### src/rtl/fir_pkg.sv
// Shared types and width helpers for the serial-MAC FIR filter.
package fir_pkg;

  typedef enum logic {
    IDLE = 1'b0,
    MAC  = 1'b1
  } state_e;

  function automatic int acc_width(int dw, int cw, int ntap);
    return dw + cw + $clog2(ntap);
  endfunction

endpackage

### src/rtl/fir_coef_bank.sv
// Run-time loadable coefficient register file, written only while idle.
module fir_coef_bank
  import fir_pkg::*;
#(
  parameter int CW   = 12,
  parameter int NTAP = 16,
  parameter int AW   = $clog2(NTAP)
) (
  input  logic                 clk,
  input  logic                 rstn,
  input  logic                 we_i,
  input  logic                 idle_i,
  input  logic [AW-1:0]        addr_i,
  input  logic signed [CW-1:0] din_i,
  input  logic [AW-1:0]        rk_i,
  output logic signed [CW-1:0] h_o
);

  localparam logic [AW:0] NT = (AW+1)'(NTAP);

  logic signed [CW-1:0] mem_q [NTAP];
  logic                 wr_en;

  // Writes during MAC are dropped so one result never mixes coefficient sets.
  assign wr_en = we_i && idle_i && ({1'b0, addr_i} < NT);
  assign h_o   = mem_q[rk_i];

  always_ff @(posedge clk or negedge rstn) begin
    if (!rstn) begin
      for (int i = 0; i < NTAP; i++) mem_q[i] <= '0;
    end else if (wr_en) begin
      mem_q[addr_i] <= din_i;
    end
  end

endmodule

### src/rtl/fir_serial_mac.sv
// Single-channel FIR filter using one time-multiplexed multiply-accumulate.
module fir_serial_mac
  import fir_pkg::*;
#(
  parameter  int DW   = 16,
  parameter  int CW   = 12,
  parameter  int NTAP = 16,
  localparam int AW   = $clog2(NTAP),
  localparam int OW   = acc_width(DW, CW, NTAP)
) (
  input  logic                 clk,
  input  logic                 rstn,
  input  logic                 en,
  input  logic signed [DW-1:0] xin,
  output logic                 rdy,
  input  logic                 coef_we,
  input  logic [AW-1:0]        coef_addr,
  input  logic signed [CW-1:0] coef_din,
  output logic                 valid,
  output logic signed [OW-1:0] yout
);

  localparam int          PW    = DW + CW;
  localparam logic [AW-1:0] KLAST = AW'(NTAP - 1);
  localparam logic [AW:0] NT    = (AW+1)'(NTAP);

  state_e               state_q, state_d;
  logic [AW-1:0]        k_q, k_d;
  logic [AW-1:0]        wptr_q, wptr_d;
  logic [AW-1:0]        newest_q, newest_d;
  logic signed [OW-1:0] acc_q, acc_d;
  logic signed [OW-1:0] yout_q, yout_d;
  logic                 valid_q, valid_d;
  logic signed [DW-1:0] x_q [NTAP];

  logic [AW:0]          diff, dwrap;
  logic [AW-1:0]        rd_idx;
  logic signed [CW-1:0] h_k;
  logic signed [PW-1:0] xe, he, prod;
  logic signed [OW-1:0] acc_nx;
  logic                 accept;

  assign rdy    = (state_q == IDLE);
  assign accept = rdy && en;
  assign valid  = valid_q;
  assign yout   = yout_q;

  // Circular read index (newest - k) mod NTAP, valid for any NTAP.
  assign diff   = {1'b0, newest_q} - {1'b0, k_q};
  assign dwrap  = diff + NT;
  assign rd_idx = (newest_q >= k_q) ? diff[AW-1:0] : dwrap[AW-1:0];

  assign xe     = PW'(x_q[rd_idx]);
  assign he     = PW'(h_k);
  assign prod   = xe * he;
  assign acc_nx = acc_q + {{(OW-PW){prod[PW-1]}}, prod};

  fir_coef_bank #(
    .CW   (CW),
    .NTAP (NTAP),
    .AW   (AW)
  ) u_coef (
    .clk    (clk),
    .rstn   (rstn),
    .we_i   (coef_we),
    .idle_i (rdy),
    .addr_i (coef_addr),
    .din_i  (coef_din),
    .rk_i   (k_q),
    .h_o    (h_k)
  );

  always_comb begin
    state_d  = state_q;
    k_d      = k_q;
    wptr_d   = wptr_q;
    newest_d = newest_q;
    acc_d    = acc_q;
    yout_d   = yout_q;
    valid_d  = 1'b0;
    unique case (state_q)
      IDLE: begin
        if (en) begin
          newest_d = wptr_q;
          wptr_d   = (wptr_q == KLAST) ? '0 : wptr_q + 1'b1;
          acc_d    = '0;
          k_d      = '0;
          state_d  = MAC;
        end
      end
      MAC: begin
        acc_d = acc_nx;
        if (k_q == KLAST) begin
          yout_d  = acc_nx;
          valid_d = 1'b1;
          state_d = IDLE;
        end else begin
          k_d = k_q + 1'b1;
        end
      end
      default: state_d = IDLE;
    endcase
  end

  always_ff @(posedge clk or negedge rstn) begin
    if (!rstn) begin
      state_q  <= IDLE;
      k_q      <= '0;
      wptr_q   <= '0;
      newest_q <= '0;
      acc_q    <= '0;
      yout_q   <= '0;
      valid_q  <= 1'b0;
    end else begin
      state_q  <= state_d;
      k_q      <= k_d;
      wptr_q   <= wptr_d;
      newest_q <= newest_d;
      acc_q    <= acc_d;
      yout_q   <= yout_d;
      valid_q  <= valid_d;
    end
  end

  always_ff @(posedge clk or negedge rstn) begin
    if (!rstn) begin
      for (int i = 0; i < NTAP; i++) x_q[i] <= '0;
    end else if (accept) begin
      x_q[wptr_q] <= xin;
    end
  end

endmodule

### config.mk
export PLATFORM = sky130hd
export DESIGN_NAME = fir_serial_mac
export DESIGN_NICKNAME = d
export VERILOG_FILES = /design/src/rtl/fir_pkg.sv /design/src/rtl/fir_coef_bank.sv /design/src/rtl/fir_serial_mac.sv
export SDC_FILE = /design/constraint.sdc
export NUM_CORES = 1
export LEC_CHECK = 0
export ABC_AREA = 1
export CAP_MARGIN = 20
export CORE_MARGIN = 3
export CORE_UTILIZATION = 60
export DETAILED_ROUTE_END_ITERATION = 16
export PLACE_DENSITY = 0.74
export SETUP_SLACK_MARGIN = 0.05
export SLEW_MARGIN = 5
export SYNTH_ARGS = -nofsm -noshare
export SYNTH_HDL_FRONTEND = slang
export SYNTH_SLANG_ARGS = --single-unit
export TNS_END_PERCENT = 1
### constraint.sdc
create_clock -name clk -period 12.18 [get_ports clk]
set_input_delay 2.436 -clock clk [delete_from_list [all_inputs] [get_ports clk]]
set_output_delay 2.436 -clock clk [all_outputs]
set_load 0.05 [all_outputs]
Word level (Yosys, flattened, before mapping)
Index checks and enable logic that the tools add are counted.

Flip-flop bits (word level): 526. Bits of input ports: 36. Word-level logic and storage cells: 92. Output and inout bits: 34.

Equality and inequality tests: 4. Bitwise logic cells: 5. Add/subtract/negate cells: 5. Order comparisons: 7. Reductions and logical operators: 7. Multiplexer cells: 24. $mul: 1.

Operators by type and width (count): $bwmux 256 (1); $bwmux 192 (1); $bmux 16 s4 (1); $demux 16 s4 (1); $pmux 32 s2 (1); $bmux 12 s4 (1); $demux 12 s4 (1); $mux 16 (3); $mux 12 (3); $add 32x32->32 (1); $mux 32 (1); $mul 16x12->28 (1); $ge 5x5->1 const B (4); $not 4->5 (4); $mux 4 (4); $add 4x1->4 const B (3); $lt 5x1->1 const B (2); $eq 4x4->1 const B (2); $pmux 4 s2 (1); $reduce_and 2->1 (3); $ge 4x4->1 (1); $logic_and 1x1->1 (4); $mux 1 (4); $ne 2x2->1 const B (2); other kinds (3) (3).

Depth between registers and ports, before layout
Gate-level depths: netlist of run 1.

Word-level depth: 10. Gate-level depth with buffers: 51.

Hierarchy
From an unflattened synthesis of run 1, not the netlist that was laid out.

Cells, all modules: 4323. Area, all modules: 33298.2 um2.

By module, submodules not included: fir_serial_mac (cells an instance 3079, area an instance 24084.3 um2, times used 1); fir_coef_bank (cells an instance 1244, area an instance 9213.8 um2, times used 1).

Worst setup path before layout of run 1
No wires, ideal clock.

Kind: flip-flop to flip-flop. Start: register k_q[1]. End: register acc_q[27]. Required time: 12.062 ns. Period minus slack after synthesis: 7.592 ns. Data arrival time: 7.474 ns. Path buffers: 4. Slack: 4.588 ns. Library setup time: 0.118 ns. Cell stages (with the launch flop): 41. Cells stage by stage: dfrtp_1 > inv_2 > buf_2 > buf_2 > fa_1 > buf_2 > clkbuf_1 > nor2_1 > o21ai_0 > nand2_1 > nand2_1 > o21ai_2 > inv_2 > nand2_1 > fa_1 > fa_1 > fa_1 > inv_1 > [... 5 more ...] > nand2_1 > inv_1 > nand2_1 > nand3_1 > a21oi_1 > o21bai_1 > a21oi_1 > xnor2_1 > ha_1 > nand2_1 > inv_1 > a21oi_1 > o21ai_0 > a21oi_1 > nand2_1 > or2_2 > nand3_1 > nand2_1.

Cells in the longest elaborated chain, start to end: 10. Elaborated cells on any way between the ends: 15. Classes of those cells: add/sub (3); mul (1); order compare (1); mux (8); bitwise (2).

RTL lines: start: declaration (line fir_serial_mac.sv:28) `logic [AW-1:0] k_q, k_d;`; start signal: assignment (line fir_serial_mac.sv:116) `k_q <= k_d;`; $sub 4x4->4 (line fir_serial_mac.sv:49) `assign diff = {1'b0, newest_q} - {1'b0, k_q};`; $add 4x1->4 (line fir_serial_mac.sv:50) `assign dwrap = diff + NT;`; $mux 4 (line fir_serial_mac.sv:51) `assign rd_idx = (newest_q >= k_q) ? diff[AW-1:0] : dwrap[AW-1:0];`; $not 4->5 (implied by the code) (line fir_serial_mac.sv:53) `assign xe = PW'(x_q[rd_idx]);`; $bmux 16 s4 (line fir_serial_mac.sv:53); $mux 16 (implied by the code) (2 in a row) (line fir_serial_mac.sv:53); $mul 16x12->28 * (line fir_serial_mac.sv:55) `assign prod = xe * he;`; $add 32x32->32 * (line fir_serial_mac.sv:56) `assign acc_nx = acc_q + {{(OW-PW){prod[PW-1]}}, prod};`; $pmux 32 s2 * (line fir_serial_mac.sv:81) `unique case (state_q)`; end signal: assignment (line fir_serial_mac.sv:111) `acc_q <= '0;`; end signal: assignment (line fir_serial_mac.sv:119) `acc_q <= acc_d;`; end: declaration (line fir_serial_mac.sv:31) `logic signed [OW-1:0] acc_q, acc_d;`.

Mark *: on every way between the ends. The rest lies on a longest branch, timed or not. The select of a mux whose other input is x is not followed. A chain may end at the register's enable or synchronous reset.

Final worst setup path of run 1
Start: register k_q[1]. End: register yout_q[27] (netlist: yout[27]).

Cells in the longest elaborated chain, start to end: 9. Elaborated cells on any way between the ends: 16. Classes of those cells: add/sub (3); mul (1); order compare (1); eq/ne (1); mux (7); bitwise (2); reduce/logical (1).

RTL lines: $sub 4x4->4 (line fir_serial_mac.sv:49); $add 4x1->4 (line fir_serial_mac.sv:50); $mux 4 (line fir_serial_mac.sv:51); $not 4->5 (implied by the code) (line fir_serial_mac.sv:53); $bmux 16 s4 (line fir_serial_mac.sv:53); $mux 16 (implied by the code) (2 in a row) (line fir_serial_mac.sv:53); $mul 16x12->28 (line fir_serial_mac.sv:55); $add 32x32->32 (line fir_serial_mac.sv:56); end signal: assignment (line fir_serial_mac.sv:120) `yout_q <= yout_d;`; end: declaration (line fir_serial_mac.sv:32) `logic signed [OW-1:0] yout_q, yout_d;`.

Several ways; a longest one is shown, not always the timed one. The select of a mux whose other input is x is not followed.

==> out/metrics.csv, run 1 <==
stage;metric;value;unit
routing;wirelength;84800;µm
routing;wl_per_cell;17.9;µm
routing;drt-initial-drc-count;2395;
global_routing;grt_max_degree;162;
synthesis;synth-simple-area-share;18.2;%
clocking;root_buffer;clkbuf_16;
synthesis;synth-xor-area-share;1.09;%
synthesis;async_reset_ff_share;100;%
cells_and_area;regArea;13200;µm²
timing;rsz0062_at_grt;false;
synthesis;synth_cells;4064;
cells_and_area;multi_input_area;16700;µm²
cells_and_area;area_delta_synth_final;8.10;%
die;ios;70;
routing;drc;0;
synthesis;syn_nets;4379;
outcome;status;finished, final reports clean;
global_routing;use_met2;47.9;%
global_routing;met3_usage;5.57;%
placed_design;gp_congestion;0.928;
die;core-area;53300;µm²
critical_path;start_kind;flop;
clocking;clock_path_buffers;3;
clocking;cts_buffers;56;
critical_path;cpPeakStageDelay;0.60;ns
synthesis;synthesis.area;32700;µm²
synthesis;synth_cell_types;49;
die;dieArea;57400;µm²
critical_path;cp.required;12.71;ns
cells_and_area;antennaDiodeCount;0;
global_routing;antenna_found_initial;0;
timing;tns;0;ns
global_routing;grt-busiest-layer;met2;
min_path;hold_depth;2;
timing;fmax;104;MHz
placed_design;dp.final_hpwl;56300;µm
clocking;cts_resized;0;
synthesis;syn_area_per_cell;8.06;µm²
clocking;cts_sinks;526;
timing;finalSetupViolCount;0;
global_routing;grt_pass1_wl;138000;µm
routing;drt_first_pass_iters;6;
synthesis;synth_top_family_by_area;simple AND/OR/NAND/NOR gates;
global_routing;gr-total-overflow;0;
die;start_util;61.4;%
critical_path;path_max_fanout;61;
timing;maxSlewViolCount;0;
clocking;clk_latency;0.64;ns
timing;fin_skew;0.0387;ns
critical_path;arrival;10.13;ns
synthesis;synth_compound_area_share;16.5;%
timing;finalCritPeriodShare;78.8;%
synthesis;ys.flop_type;dfrtp_1;
die;chipHeight;240;µm
synthesis;synth_edf_count;0;
die;die_x;240;µm
cells_and_area;drive_above_1_share;5.37;%
synthesis;ys.warnings.count;0;
clocking;holdBufCountCts;0;
timing;slew_headroom;29.9;%
synthesis;synth-adder-area-share;14.8;%
routing;num_vias;27000;
critical_path;cp-end-kind;flop;
die;rows;84;
synthesis;ys_seq_area_share;40.2;%
critical_path;ff2ff_path_depth;38;
global_routing;grt_pass1_vias;26300;
cells_and_area;nets;4329;
critical_path;path_class;flop to flop;
synthesis;yosys_register_bits;526;
critical_path;crit_top_cell;nand2_1;
timing;finalCriticalPeriod;9.60;ns
clocking;clk_pin_slew_worst_paths;0.06;ns
placed_design;portBuffers;69;
clocking;cts-htree-levels;2;
run;max_cap_viol_count;0;
clocking;post_cts_buffers;0;
critical_path;critical_path.slowest_cell;buf_4;
routing;drtAntennaViolNets;0;
global_routing;grt_util_met1;42.8;%
routing;viasPerCell;5.70;
clocking;cts_tree;built;
synthesis;synth.area.mux_share;0;%
timing;hold_viol_final;0;
cells_and_area;fillers;4540;
timing;tightest_slew;1.05;ns
timing;timing.hold.ws;0.472;ns
global_routing;gr-usage-all-layers;30.3;%
min_path;min-delay-path-class;flop to flop;
## sequential cells by signal (all words and copies together) (netlist names)
name	cells
k_q	4
wptr_q	4
u_coef.mem_q	192
acc_q	32
x_q	256
yout	32
newest_q	4
valid	1
state_q	1
## logic make-up after synthesis
family	Yosys count
adders and majority gates	279
DFF	526
AOI/OAI and AO/OA	985
and+or+nand+nor	1518
xor gates and xnor gates	38
buffers and inverters	718
## worst max-delay path: cells and delay by family, from the launching register on
kind / cells / cell delay, ns
AOI/OAI and AO/OA: 5 / 0.71
xor gates and xnor gates: 2 / 0.72
adders and majority gates: 8 / 3.48
buffers and inverters: 9 / 1.86
DFF: 1 / 0.36
and+or+nand+nor: 14 / 2.28
## layout by cell type (no fill, tap or decap), types with 5 or more instances in the layout
master | synthesis | final
a21o_1 | 6 | 6
a21oi_1 | 334 | 334
a221o_1 | 10 | 10
a221oi_1 | 23 | 23
a32o_1 | 29 | 29
buf_4 | 20 | 31
clkbuf_1 | 110 | 17
clkbuf_16 | 0 | 56
clkbuf_8 | 0 | 14
clkdlybuf4s50_1 | 0 | 68
clkinv_1 | 15 | 15
clkinv_2 | 0 | 8
dfrtp_1 | 526 | 525
fa_1 | 181 | 180
ha_1 | 98 | 97
inv_1 | 461 | 461
inv_2 | 30 | 30
nand2_1 | 1060 | 1060
nand2_2 | 10 | 10
nand3_1 | 91 | 91
nand4_1 | 13 | 13
nor2_1 | 301 | 290
nor2_2 | 11 | 18
nor3_1 | 9 | 9
o211ai_1 | 8 | 8
o211ai_2 | 5 | 5
o21a_1 | 6 | 6
o21ai_0 | 523 | 523
o21ai_1 | 7 | 7
o21ai_2 | 15 | 15
or2_2 | 8 | 8
or3_1 | 7 | 7
xnor2_1 | 16 | 16
xor2_1 | 19 | 19
## cell usage after synthesis (8+ instances only)
| cell | instances | area share [%] |
|---|---|---|
| nor2_1 | 301 | 3.5 |
| nand4_1 | 13 | 0.25 |
| xor2_1 | 19 | 0.51 |
| a221o_1 | 10 | 0.31 |
| o211ai_1 | 8 | 0.18 |
| clkinv_1 | 15 | 0.17 |
| a21oi_1 | 334 | 5.1 |
| nor2_2 | 11 | 0.21 |
| xnor2_1 | 16 | 0.43 |
| nand3_1 | 91 | 1.4 |
| or2_2 | 8 | 0.15 |
| nand2_2 | 10 | 0.19 |
| inv_1 | 461 | 5.3 |
| o21ai_2 | 15 | 0.40 |
| clkbuf_1 | 110 | 1.3 |
| nor3_1 | 9 | 0.14 |
| ha_1 | 98 | 3.7 |
| nand2_1 | 1060 | 12 |
| a221oi_1 | 23 | 0.62 |
| fa_1 | 181 | 11 |
| buf_4 | 20 | 0.46 |
| dfrtp_1 | 526 | 40 |
| buf_6 | 19 | 0.65 |
| a32o_1 | 29 | 0.89 |
| o21ai_0 | 523 | 8.0 |
| buf_2 | 57 | 0.87 |
| inv_2 | 30 | 0.34 |
## metal layers
layer | vias to the layer above | part of all wire (%)
met5 | - | 0
met4 | 0 | 3.1
met2 | 966 | 45
met1 | 13000 | 44
met3 | 176 | 7.7
li1 | 12900 | -
## path summary, 6_finish.rpt
path | start | endpoint | slack, ns
max reg2reg | k_q[1] | yout[27] | 2.58
min in group asynchronous | rstn | x_q[121] | 1.81
min | yout[2] | yout[2] | 0.47
max in group asynchronous | rstn | x_q[134] | 8.26
max | k_q[1] | yout[27] | 2.58
min reg2reg | yout[2] | yout[2] | 0.47
## stage by stage
stage / utilization (%) / setup slack [ns] / instance area (µm²) / cells
floorplan: - / 4.59 / 32700 / 4064
global placement: 63.0 / 2.83 / 33600 / 4642
detailed placement: 63.0 / 2.71 / 33600 / 4642
CTS: 66.3 / 2.67 / 35400 / 4742
global route: 66.4 / 1.98 / 35400 / 4744
finish: 66.4 / 2.58 / 35400 / 4744
## final cells by class
class / count / share of cell area [%]
inverters: 507 / 5.39
well taps: 688 / 2.43
clock buffers: 87 / 4.68
multi-input cells: 2820 / 47.1
flip-flops and latches: 526 / 37.2
repair buffers: 103 / 2.80
clock inverters: 13 / 0.385
Power of run 1 is not shown: default switching activity piles up to over one toggle a cycle in this logic, so the estimate is an artifact.
==> run 2, diff against run 1 <==
--- a/config.mk
+++ b/config.mk
@@ -8,7 +8,7 @@
 export ABC_AREA = 1
 export CAP_MARGIN = 20
 export CORE_MARGIN = 3
-export CORE_UTILIZATION = 60
+export CORE_UTILIZATION = 57
 export DETAILED_ROUTE_END_ITERATION = 16
 export PLACE_DENSITY = 0.74
 export SETUP_SLACK_MARGIN = 0.05
==> constraint.sdc (replaced) <==
create_clock -name clk -period 8.4 [get_ports clk]
set_input_delay 1.68 -clock clk [delete_from_list [all_inputs] [get_ports clk]]
set_output_delay 1.68 -clock clk [all_outputs]
set_load 0.05 [all_outputs]
==> out/metrics.csv, run 2 (same netlist as run 1, synthesis figures left out) <==
stage;metric;value;unit;change
global_routing;gr-total-overflow;0;;unchanged
critical_path;cp.required;8.92;ns;-3.79 ns
routing;wl_per_cell;17.8;µm;-0.30%
min_path;min-delay-path-class;flop to flop;;
placed_design;gp_congestion;0.976;;+5.2%
run;max_cap_viol_count;0;;unchanged
timing;finalCriticalPeriod;8.17;ns;-1.42 ns
die;start_util;57.8;%;-3.6 points
cells_and_area;top_regs;x_q (256), u_coef.mem_q (192);;
routing;drt_first_pass_iters;6;;unchanged
routing;drc;0;;unchanged
timing;finalSetupViolCount;0;;unchanged
timing;rsz0062_at_grt;true;;
die;chipHeight;246;µm;+2.5%
cells_and_area;final_cell_mix;nand2_1 (1,053), dfrtp_1 (525), o21ai_0 (512);;
placed_design;dp.final_hpwl;58400;µm;+3.6%
clocking;root_buffer;clkbuf_16;;
timing;slew_headroom;33.5;%;+3.5 points
critical_path;arrival;8.70;ns;-1.43 ns
cells_and_area;nets;4406;;+1.8%
cells_and_area;fin_area;36800;µm²;+3.8%
critical_path;path_max_fanout;33;;-46%
clocking;cts_tree;built;;
cells_and_area;largest_reg_flops;256;;unchanged
routing;num_vias;27500;;+1.9%
placed_design;portBuffers;69;;unchanged
critical_path;path_class;flop to flop;;
timing;finalCritPeriodShare;97.3;%;+19 points
clocking;cts_sinks;526;;unchanged
critical_path;start_kind;flop;;
cells_and_area;area_delta_synth_final;12.3;%;
die;core-area;56600;µm²;+6.2%
routing;viasPerCell;5.64;;-1.1%
global_routing;grt_pass1_wl;141000;µm;+2.4%
routing;drt-initial-drc-count;2525;;+5.4%
clocking;cts-htree-levels;2;;unchanged
clocking;clock_path_buffers;3;;unchanged
routing;drtAntennaViolNets;0;;unchanged
cells_and_area;largest-register;x_q;;
critical_path;cpPeakStageDelay;0.67;ns;+0.07 ns
timing;worst_slack;0.226;ns;-2.36 ns
clocking;clk_pin_slew_worst_paths;0.07;ns;about the same
placed_design;dpl_cell_area;34300;µm²;+2.1%
cells_and_area;fillers;4757;;+4.8%
routing;wirelength;87100;µm;+2.7%
die;ios;70;;unchanged
timing;hold_viol_final;0;;unchanged
global_routing;grt_pass1_vias;26900;;+2.2%
cells_and_area;drive_above_1_share;9.27;%;+3.9 points
die;dieArea;60400;µm²;+5.1%
timing;tightest_slew;0.998;ns;-0.0507 ns
timing;maxSlewViolCount;0;;unchanged
die;die_x;246;µm;+2.5%
critical_path;critical_path.slowest_cell;fa_2;;
die;rows;87;;+3.6%
clocking;clk_latency;0.64;ns;about the same
cells_and_area;final_common_cell;nand2_1;;
clocking;cts_buffers;55;;-1.8%
global_routing;antenna_found_initial;0;;unchanged
clocking;holdBufCountCts;0;;unchanged
placed_design;pre_cts_slack;-0.135;ns;-2.85 ns
outcome;status;finished, final reports clean;;
cells_and_area;antennaDiodeCount;0;;unchanged
global_routing;grt_max_degree;177;;+9.3%
timing;fin_skew;0.0327;ns;-0.00602 ns
timing;fmax;122;MHz;+17%
critical_path;cp-end-kind;flop;;
global_routing;gr-usage-all-layers;29.3;%;-0.96 points
## run 2: cell types whose count changed in the layout (fill, tap and decap cells not counted), moves of 10 or more
cell	before	now
buf_4	31	93
a21oi_2	0	16
ha_1	97	79
nor2_1	290	267
nor2_2	18	41
a21oi_1	334	317
o21ai_4	1	12
o21ai_1	7	17
o21ai_2	15	5
ha_4	1	16
buf_12	1	15
o21ai_0	523	512
## run 2: layout make-up
class / count / area [µm²] / area share (%)
clock inverters: 19 / 206 / 0.562
clock buffers: 77 / 1560 / 4.24
multi-input cells: 2820 / 17200 / 46.8
flip-flops and latches: 526 / 13200 / 35.8
well taps: 756 / 946 / 2.57
repair buffers: 180 / 1750 / 4.76
inverters: 507 / 1940 / 5.27
repair inverters: 1 / 7.51 / 0.0204
## run 2: routing by layer
layer	up-vias	routed length, µm	global-route usage, %
met5	-	0	0.245
met1	13200	37300	40.8
li1	13100	-	-
met2	1046	40700	47.2
met3	183	6530	4.87
met4	0	2580	9.69
## run 2: stage by stage
stage	cells	hold slack [ns]	util, %	TNS (ns)
floorplan	4064	0.448	-	0
global placement	4773	0.459	60.6	0
detailed placement	4773	0.463	60.6	-0.257
CTS	4870	0.479	63.8	0
global route	4886	0.498	64.9	-2.69
finish	4886	0.473	64.9	0
## run 2: what timing repair did
item,CTS,global route
cloned,1,1
pin swaps,0,22
resized for setup,6,128
endpoints found under the setup margin,4,40
buffers inserted,0,15
## run 2: critical path: cells and delay by family, from the launching register on
| family | cells | cell delay, ns |
|---|---|---|
| AOI/OAI and AO/OA | 7 | 1.08 |
| xor gates and xnor gates | 1 | 0.24 |
| adders and majority gates | 9 | 3.85 |
| DFF | 1 | 0.44 |
| buffers and inverters | 7 | 0.74 |
| and+or+nand+nor | 13 | 1.71 |
## run 2: path summary, 6_finish.rpt
kind / cells past startpoint / slack, ns / endpoint / startpoint
min in group asynchronous: 1 / 1.08 / yout[17] / rstn
max reg2reg: 37 / 0.23 / acc_q[27] / k_q[0]
max: 37 / 0.23 / acc_q[27] / k_q[0]
max in group asynchronous: 2 / 5.83 / x_q[73] / rstn
min: 2 / 0.47 / yout[2] / yout[2]
min reg2reg: 2 / 0.47 / yout[2] / yout[2]
Power of run 2 is left out for the same reason.
